===== config.mk =====
export PLATFORM = sky130hd
export DESIGN_NAME = ram_access_ctrl
export DESIGN_NICKNAME = d
export VERILOG_FILES = /design/src/rtl/ram_access_ctrl.sv
export SDC_FILE = /design/constraint.sdc
export NUM_CORES = 1
export LEC_CHECK = 0
export BUFFER_PORTS_ARGS = -buffer_cell sky130_fd_sc_hd__buf_2
export CORE_UTILIZATION = 40
export DETAILED_ROUTE_END_ITERATION = 7
export SKIP_CTS_REPAIR_TIMING = 1
export SLEW_MARGIN = 20
export SYNTH_ARGS = -nofsm -noshare
export SYNTH_HDL_FRONTEND = slang
export SYNTH_SLANG_ARGS = --single-unit

===== constraint.sdc =====
create_clock -name clk -period 4.3 [get_ports clk]
set_input_delay 0.43 -clock clk [delete_from_list [all_inputs] [get_ports clk]]
set_output_delay 0.43 -clock clk [all_outputs]
set_load 0.02 [all_outputs]

===== src/rtl/ram_access_ctrl.sv =====
// Load/store access controller in front of a word-wide RAM: splits byte/half/word
// requests at any byte address into one or two aligned RAM beats and extends load data.
module ram_access_ctrl #(
    parameter int RAM_DEPTH         = 256,
    parameter int RAM_DEPTH_BIT_LEN = 8
) (
    input  logic        clk,
    input  logic        rst,
    input  logic        req_valid_i,
    output logic        req_ready_o,
    input  logic        req_we_i,
    input  logic [31:0] req_addr_i,
    input  logic [1:0]  req_size_i,
    input  logic        req_unsigned_i,
    input  logic [31:0] req_wdata_i,
    output logic        resp_valid_o,
    output logic [31:0] resp_rdata_o,
    output logic        resp_err_o,
    output logic [31:0] ram_addr_o,
    output logic        ram_w_en_o,
    output logic [31:0] ram_w_data_o,
    output logic [3:0]  ram_w_sel_o,
    input  logic [31:0] ram_r_data_i
);

    localparam int ADDR_W = RAM_DEPTH_BIT_LEN + 2;

    typedef enum logic [1:0] {
        IDLE,
        BEAT0,
        BEAT1,
        RESP
    } state_e;

    state_e      state_q, state_d;
    logic        we_q, we_d;
    logic [31:0] addr_q, addr_d;
    logic [1:0]  size_q, size_d;
    logic        uns_q, uns_d;
    logic [31:0] wdata_q, wdata_d;
    logic [63:0] acc_q, acc_d;

    logic        ready_q, ready_d;
    logic        resp_valid_q, resp_valid_d;
    logic [31:0] resp_rdata_q, resp_rdata_d;
    logic        resp_err_q, resp_err_d;
    logic [31:0] ram_addr_q, ram_addr_d;
    logic        ram_w_en_q, ram_w_en_d;
    logic [31:0] ram_w_data_q, ram_w_data_d;
    logic [3:0]  ram_w_sel_q, ram_w_sel_d;

    logic [32:0] req_end_addr;
    logic        req_oob;
    logic        req_err;
    logic [7:0]  req_mask;
    logic [63:0] req_lanes;
    logic [7:0]  cur_mask;
    logic [63:0] cur_lanes;
    logic [31:0] cur_base;

    function automatic logic [32:0] size_nbytes(input logic [1:0] size);
        case (size)
            2'd0:    return 33'd1;
            2'd1:    return 33'd2;
            default: return 33'd4;
        endcase
    endfunction

    function automatic logic [7:0] lane_mask(input logic [1:0] size, input logic [1:0] off);
        logic [7:0] base;
        case (size)
            2'd0:    base = 8'h01;
            2'd1:    base = 8'h03;
            default: base = 8'h0F;
        endcase
        return base << off;
    endfunction

    function automatic logic [63:0] lane_data(input logic [31:0] wdata, input logic [1:0] off);
        return {32'h0, wdata} << {off, 3'b000};
    endfunction

    function automatic logic [31:0] load_result(input logic [63:0] acc, input logic [1:0] off,
                                                input logic [1:0] size, input logic uns);
        logic [31:0] sh;
        sh = 32'(acc >> {off, 3'b000});
        case (size)
            2'd0:    return {{24{~uns & sh[7]}}, sh[7:0]};
            2'd1:    return {{16{~uns & sh[15]}}, sh[15:0]};
            default: return sh;
        endcase
    endfunction

    // The word-index compare only bites when RAM_DEPTH is not a power of two.
    always_comb begin
        req_end_addr = {1'b0, req_addr_i} + size_nbytes(req_size_i) - 33'd1;
        req_oob      = (req_end_addr[32:ADDR_W] != '0)
                    || ({1'b0, req_end_addr[ADDR_W-1:2]} >= (RAM_DEPTH_BIT_LEN+1)'(RAM_DEPTH));
        req_err      = (req_size_i == 2'd3) || req_oob;
        req_mask     = lane_mask(req_size_i, req_addr_i[1:0]);
        req_lanes    = lane_data(req_wdata_i, req_addr_i[1:0]);
        cur_mask     = lane_mask(size_q, addr_q[1:0]);
        cur_lanes    = lane_data(wdata_q, addr_q[1:0]);
        cur_base     = {addr_q[31:2], 2'b00};
    end

    always_comb begin
        state_d      = state_q;
        we_d         = we_q;
        addr_d       = addr_q;
        size_d       = size_q;
        uns_d        = uns_q;
        wdata_d      = wdata_q;
        acc_d        = acc_q;
        ready_d      = 1'b0;
        resp_valid_d = 1'b0;
        resp_rdata_d = '0;
        resp_err_d   = 1'b0;
        ram_addr_d   = '0;
        ram_w_en_d   = 1'b0;
        ram_w_data_d = '0;
        ram_w_sel_d  = '0;

        case (state_q)
            IDLE: begin
                if (req_valid_i && ready_q) begin
                    we_d    = req_we_i;
                    addr_d  = req_addr_i;
                    size_d  = req_size_i;
                    uns_d   = req_unsigned_i;
                    wdata_d = req_wdata_i;
                    acc_d   = '0;
                    if (req_err) begin
                        state_d      = RESP;
                        resp_valid_d = 1'b1;
                        resp_err_d   = 1'b1;
                    end else begin
                        // Outputs are registered, so the first beat is set up here.
                        state_d    = BEAT0;
                        ram_addr_d = {req_addr_i[31:2], 2'b00};
                        if (req_we_i) begin
                            ram_w_en_d   = 1'b1;
                            ram_w_sel_d  = req_mask[3:0];
                            ram_w_data_d = req_lanes[31:0];
                        end
                    end
                end else begin
                    ready_d = 1'b1;
                end
            end

            BEAT0: begin
                if (!we_q) begin
                    acc_d[31:0] = ram_r_data_i;
                end
                if (cur_mask[7:4] != 4'h0) begin
                    state_d    = BEAT1;
                    ram_addr_d = cur_base + 32'd4;
                    if (we_q) begin
                        ram_w_en_d   = 1'b1;
                        ram_w_sel_d  = cur_mask[7:4];
                        ram_w_data_d = cur_lanes[63:32];
                    end
                end else begin
                    state_d      = RESP;
                    resp_valid_d = 1'b1;
                    resp_rdata_d = we_q ? '0 : load_result(acc_d, addr_q[1:0], size_q, uns_q);
                end
            end

            BEAT1: begin
                if (!we_q) begin
                    acc_d[63:32] = ram_r_data_i;
                end
                state_d      = RESP;
                resp_valid_d = 1'b1;
                resp_rdata_d = we_q ? '0 : load_result(acc_d, addr_q[1:0], size_q, uns_q);
            end

            RESP: begin
                state_d = IDLE;
                ready_d = 1'b1;
            end

            default: begin
                state_d = IDLE;
                ready_d = 1'b1;
            end
        endcase
    end

    always_ff @(posedge clk) begin
        if (rst) begin
            state_q      <= IDLE;
            we_q         <= 1'b0;
            addr_q       <= '0;
            size_q       <= '0;
            uns_q        <= 1'b0;
            wdata_q      <= '0;
            acc_q        <= '0;
            ready_q      <= 1'b1;
            resp_valid_q <= 1'b0;
            resp_rdata_q <= '0;
            resp_err_q   <= 1'b0;
            ram_addr_q   <= '0;
            ram_w_en_q   <= 1'b0;
            ram_w_data_q <= '0;
            ram_w_sel_q  <= '0;
        end else begin
            state_q      <= state_d;
            we_q         <= we_d;
            addr_q       <= addr_d;
            size_q       <= size_d;
            uns_q        <= uns_d;
            wdata_q      <= wdata_d;
            acc_q        <= acc_d;
            ready_q      <= ready_d;
            resp_valid_q <= resp_valid_d;
            resp_rdata_q <= resp_rdata_d;
            resp_err_q   <= resp_err_d;
            ram_addr_q   <= ram_addr_d;
            ram_w_en_q   <= ram_w_en_d;
            ram_w_data_q <= ram_w_data_d;
            ram_w_sel_q  <= ram_w_sel_d;
        end
    end

    assign req_ready_o  = ready_q;
    assign resp_valid_o = resp_valid_q;
    assign resp_rdata_o = resp_rdata_q;
    assign resp_err_o   = resp_err_q;
    assign ram_addr_o   = ram_addr_q;
    // Reset in the middle of a beat must keep that beat from landing in the RAM.
    assign ram_w_en_o   = ram_w_en_q & ~rst;
    assign ram_w_data_o = ram_w_data_q;
    assign ram_w_sel_o  = ram_w_sel_q;

endmodule


==> impl_metrics.env, run 1 <==
export IMPL_status="completed"
export IMPL_yosys_area_share_simple_pct=16.93
export IMPL_vias=12480
export IMPL_syn_instance_count=1611
export IMPL_viasPerCell=5.644
export IMPL_setup_viol=0
export IMPL_synth_edf_count=0
export IMPL_finalClockSkew_ps=15.72
export IMPL_synthAdderAreaFrac_pct=3.551
export IMPL_antenna_found_initial=3
export IMPL_fin_crit_sh_pct=86.70
export IMPL_synthToLayoutAreaGrowth_pct=16.93
export IMPL_drv_cap=0
export IMPL_r2r_start="addr_q[1]$_SDFFE_PP0P_"
export IMPL_path_cells="buf_2, inv_1, ha_1, inv_1, ha_1, nor2b_1, a311oi_1, or4_1, a311oi_1, nand2b_1, a21oi_1, xnor2_1, nor3_1, nand3_2, buf_12, a2111oi_2"
export IMPL_cp_end_kind="register"
export IMPL_synthTopCellsByArea="dfxtp_1 34%, a21oi_1 7.0%, nand2_1 7.0%"
export IMPL_synth_avg_cell_area_um2=8.093
export IMPL_final_common_cell="nand2_1"
export IMPL_drive_gt1_share_pct=21.20
export IMPL_slew_violations=0
export IMPL_grt_use_total_pct=25.53
export IMPL_synth_compound_area_share_pct=24.07
export IMPL_grt_max_degree=80
export IMPL_ys_async_sr_fraction_pct=0
export IMPL_crit_buf_inv=4
export IMPL_drt_iter0_markers=1007
export IMPL_drt_wl_total_um=43560
export IMPL_drtPass1Iterations=6
export IMPL_rows=65
export IMPL_core_area_um2=31800
export IMPL_netlist_area_um2=13040
export IMPL_yosys_register_bits=220
export IMPL_grt_pass1_vias=11870
export IMPL_fmax_ghz=0.2682
export IMPL_synth_flop_cell="dfxtp_1"
export IMPL_cts_max_level=1
export IMPL_layout_common_cells="244 x nand2_1, 217 x dfxtp_1, 203 x buf_2, 183 x a21oi_1, 147 x nor2_1"
export IMPL_ys_seq_area_share_pct=33.78
export IMPL_hold_class="in -> reg"
export IMPL_ir_drop_mv=0.3163
export IMPL_ant_nets=0
export IMPL_regToRegSetupSlack_ps=1360
export IMPL_tns_ps=0
export IMPL_powerDensity_nw_per_um2=481.0
export IMPL_min_period_ps=3728
export IMPL_slew_headroom_pct=32.36
export IMPL_dp_hpwl_um=31240
export IMPL_hold_viol=0
export IMPL_die_w_um=182.5
export IMPL_cts_buffers=27
export IMPL_nets=1893
export IMPL_cp_slowest_stage_delay_ps=530
export IMPL_critical_path_max_fanout=46
export IMPL_p_leak_nw=6.073
export IMPL_tightest_slew_ps=1012
export IMPL_min_delay_start="req_wdata_i[27]"
export IMPL_cp_start_kind="input pin"
export IMPL_cp_slowest_cell="or4_1"
export IMPL_ys_types=65
export IMPL_finalWorstSetupSlack_ps=572.1
export IMPL_fin_util_pct=47.94
export IMPL_cts_buffer_depth=3
export IMPL_synth_top_area_cell="dfxtp_1"
export IMPL_fp_dieH_um=182.5
export IMPL_synth_top_family_by_area="compound AO/OA/AOI/OAI gates"
export IMPL_synth_xor_area_share_pct=2.418
export IMPL_yosysWarnings=0
export IMPL_cts_tree="built"
export IMPL_clockRootBuffer="clkbuf_16"
export IMPL_worstSetupStartpoint="req_size_i[1]"
export IMPL_clkSinkCount=220
export IMPL_clock_latency_ps=560
export IMPL_ios=207
export IMPL_clk_pin_slew_ps=60
export IMPL_synth_top_cell_area_share_pct=33.78
export IMPL_overflow=0
export IMPL_drc=0
export IMPL_io_buffer_count=204
export IMPL_worst_setup_path_type="in -> reg"
export IMPL_crit_family="simple AND/OR/NAND/NOR gates"
export IMPL_critical_path_required_ps=4740
export IMPL_grt_pass1_wl_um=67580
export IMPL_initial_utilization_pct=41.00
export IMPL_die_area_um2=33320
export IMPL_synth_mux_area_share_pct=13.77
export IMPL_place_ws_ps=80.35
export IMPL_wl_per_cell_um=19.70
export IMPL_gp_congestion=0.9605
export IMPL_rsz0062_at_grt="false"
export IMPL_cp_arrival_ps=4170
-- cells in the mapped netlist, drive strengths merged, types with 24 or more instances --
master	count
a21oi	183
a22oi	68
buf	32
clkbuf	87
dfxtp	220
ha	37
inv	57
mux2	57
mux2i	68
nand2	244
nor2	148
nor2b	24
o21ai	55
o22ai	28
-- path summary, 6_finish.rpt --
kind / end / cells after the start
setup / recovery: ram_w_data_o[31]$_SDFF_PP0_ / 16
hold / removal: wdata_q[27]$_SDFFE_PP0P_ / 3
setup reg to reg: resp_rdata_o[25]$_SDFF_PP0_ / 9
hold reg to reg: wdata_q[8]$_SDFFE_PP0P_ / 2
-- final cells by class --
cell class / count / area (um^2)
clock buffer: 39 / 780.7
multi-input combinational: 1215 / 7941
fill: 3196 / 16550
inverter: 58 / 217.7
timing repair buffer: 231 / 1239
clock inverter: 11 / 106.4
antenna: 2 / 5.005
sequential: 220 / 4410
tap: 435 / 544.3
-- where the power goes --
group | switching, W | internal, W
Sequential | 0.000253 | 0.00228
Clock | 0.000922 | 0.00133
Combinational | 0.00164 | 0.000916
Total | 0.00281 | 0.00452
-- metal layers --
metal | global-route usage [%] | vias up | wire length (um)
li1 | - | 6085 | -
met1 | 35.69 | 5905 | 20450
met2 | 40.58 | 425 | 19210
met3 | 4.171 | 62 | 3017
met4 | 6.622 | 2 | 869
met5 | 0 | - | 12
-- flip-flops by register name (all words and copies together) (netlist names) --
name          count
acc_q            56
addr_q           32
ram_addr_o       30
ram_w_data_o     32
ram_w_en_q        1
ram_w_sel_o       4
req_ready_o       1
resp_err_o        1
resp_rdata_o     32
resp_valid_o      1
size_q            2
state_q           2
uns_q             1
wdata_q          24
we_q              1
-- worst reg2reg max path: stages, from the launching register on --
cell	delay, ps
dfxtp_2	700
mux2_2	440
a21oi_1	200
nor2_1	60
a21oi_1	210
a211oi_1	110
o21a_1	310
buf_4	250
a22oi_1	400
a21oi_1	130
-- logic make-up (layout without fill, tap and decap cells) --
| logic type | Yosys count | count (layout) |
|---|---|---|
| adders and majority gates | 37 | 37 |
| DFF | 220 | 220 |
| other | 1 | 4 |
| xor gates and xnor gates | 36 | 36 |
| buffers and inverters | 177 | 339 |
| muxes | 146 | 146 |
| AOI/OAI and AO/OA | 482 | 482 |
| and+or+nand+nor | 512 | 512 |
-- per-stage QoR --
step	cells	instance area [um^2]	hold WS, ps	total power (W)
after floorplan	1612	13040	432.9	0.004303
after detailed placement	2159	14350	445.5	0.005088
final	2211	15240	126.6	0.007333
after global routing	2209	15240	115.4	0.007750
after CTS	2209	15240	108.3	0.007354
after global placement	2159	14350	442.0	0.005071
(Power assumes the default switching activity.)
==> run 2: changes to the inputs <==
Settings changed: CORE_UTILIZATION 40 to 62, PLACE_DENSITY set to 0.86.
Clock period 4.3 ns to 4.65 ns, I/O delays scaled along.
==> run 2 against run 1 <==
Global-route usage grew 12 points. Clock power shrank 7%. Clock-buffer cell count shrank 4.
==> impl_metrics.env, run 2 (synthesis gave the netlist of run 1 again) <==
export IMPL_cp_arrival_ps=4250
export IMPL_cts_max_level=1
export IMPL_grt_pass1_wl_um=65290
export IMPL_finalClockSkew_ps=15.36
export IMPL_drc=0
export IMPL_clk_pin_slew_ps=70
export IMPL_tightest_slew_ps=1103
export IMPL_p_sw_share_pct=37.49
export IMPL_cp_start_kind="input pin"
export IMPL_tns_ps=0
export IMPL_vias=13240
export IMPL_grt_pass1_vias=12250
export IMPL_die_area_um2=21610
export IMPL_hold_viol=0
export IMPL_synthToLayoutAreaGrowth_pct=14.96
export IMPL_fin_crit_sh_pct=82.61
export IMPL_antenna_found_initial=2
export IMPL_p_sw_w=0.002548
export IMPL_critical_path_required_ps=5060
export IMPL_fmax_ghz=0.2603
export IMPL_cts_tree="built"
export IMPL_ant_nets=0
export IMPL_p_int_w=0.004248
export IMPL_clock_latency_ps=530
export IMPL_rsz0062_at_grt="false"
export IMPL_p_leak_nw=6.044
export IMPL_combinationalPowerShare_pct=34.4
export IMPL_grt_use_total_pct=37.43
export IMPL_cp_end_kind="register"
export IMPL_largest_reg_flops=56
export IMPL_wl_per_cell_um=20.29
export IMPL_pwr_share_seq_pct=34.7
export IMPL_core_area_um2=20430
export IMPL_overflow=0
export IMPL_path_cells="buf_2, inv_1, ha_1, inv_1, ha_1, nor2b_1, a31o_2, nor4b_1, nor4_1, o21ai_1, nor3_1, o2111ai_1, nor4_2, nand3_2, buf_4, a2111oi_2"
export IMPL_power_w=0.006795
export IMPL_dp_hpwl_um=28580
export IMPL_slew_headroom_pct=26.38
export IMPL_crit_family="simple AND/OR/NAND/NOR gates"
export IMPL_largest_register="acc_q"
export IMPL_ir_drop_mv=0.3769
export IMPL_hold_class="in -> reg"
export IMPL_final_common_cell="nand2_1"
export IMPL_cp_slowest_cell="nor4_1"
export IMPL_cp_slowest_stage_delay_ps=570
export IMPL_drt_iter0_markers=1249
export IMPL_crit_buf_inv=4
export IMPL_powerDensity_nw_per_um2=453.4
export IMPL_slew_violations=0
export IMPL_initial_utilization_pct=63.82
export IMPL_drtPass1Iterations=6
export IMPL_min_period_ps=3841
export IMPL_die_w_um=147.0
export IMPL_drv_cap=0
export IMPL_grt_max_degree=85
export IMPL_worst_setup_path_type="in -> reg"
export IMPL_cts_buffers=24
export IMPL_critical_path_max_fanout=49
export IMPL_ios=207
export IMPL_clkSinkCount=220
export IMPL_fp_dieH_um=147.0
export IMPL_drt_wl_total_um=41270
export IMPL_gp_congestion=0.9668
export IMPL_clockPowerShare_pct=30.8
export IMPL_clockRootBuffer="clkbuf_16"
export IMPL_cts_buffer_depth=3
export IMPL_viasPerCell=6.508
export IMPL_rows=52
export IMPL_io_buffer_count=204
export IMPL_setup_viol=0
export IMPL_drive_gt1_share_pct=21.00
export IMPL_layout_common_cells="244 x nand2_1, 217 x dfxtp_1, 203 x buf_2, 183 x a21oi_1, 146 x nor2_1"
export IMPL_nets=1885
export IMPL_status="completed"
==> run 2: worst paths after layout <==
path	from	end	slack [ps]	depth (start not counted)
max	req_size_i[1]	ram_w_data_o[31]$_SDFF_PP0_	810	16
min	req_addr_i[2]	addr_q[2]$_SDFFE_PP0P_	190	3
max reg2reg	addr_q[1]$_SDFFE_PP0P_	ram_addr_o[29]$_SDFF_PP0_	880	6
min reg2reg	wdata_q[10]$_SDFFE_PP0P_	wdata_q[10]$_SDFFE_PP0P_	460	2
==> run 2: area by class of cell <==
class / instances / area (um^2)
antenna: 2 / 5.005
clock buffer: 35 / 763.2
clock inverter: 8 / 123.9
fill: 1576 / 5441
inverter: 58 / 217.7
multi-input combinational: 1215 / 7941
sequential: 220 / 4410
tap: 270 / 337.8
timing repair buffer: 226 / 1189
==> run 2: layer usage <==
metal	wire [um]	up-vias	track usage, %
li1	-	6049	-
met2	18780	870	59.48
met4	1535	0	15.00
met3	4313	124	5.311
met5	0	-	0
met1	16650	6194	51.29
==> run 2: per-stage QoR <==
step	hold slack, ps	worst slack (ps)	area, um^2	util (%)	instances
6_report	186.9	808.8	14990	73.36	2034
3_5_place_dp	443.6	369.3	14100	69.00	1989
2_1_floorplan	432.9	1049	13040	-	1612
4_1_cts	178.6	912.9	14980	73.34	2032
5_1_grt	196.9	534.7	14990	73.36	2034
3_3_place_gp	440.7	560.6	14100	69.00	1989
==> run 2: worst register-to-register path, delay by kind of cell (launching register included) <==
family                 cells  cell delay (ps)
AND/OR/NAND/NOR            2              890
buffers and inverters      2             1070
flip-flops                 1             1000
AO/OA/AOI/OAI              2              700
==> run 2: power by group through the flow <==
stage          registers [W]  logic (W)  clock network, W
6_report             0.00236    0.00234           0.00210
3_5_place_dp         0.00239    0.00226                 0
2_1_floorplan        0.00232    0.00166                 0
4_1_cts              0.00235    0.00228           0.00210
5_1_grt              0.00239    0.00252           0.00217
3_3_place_gp         0.00237    0.00221                 0
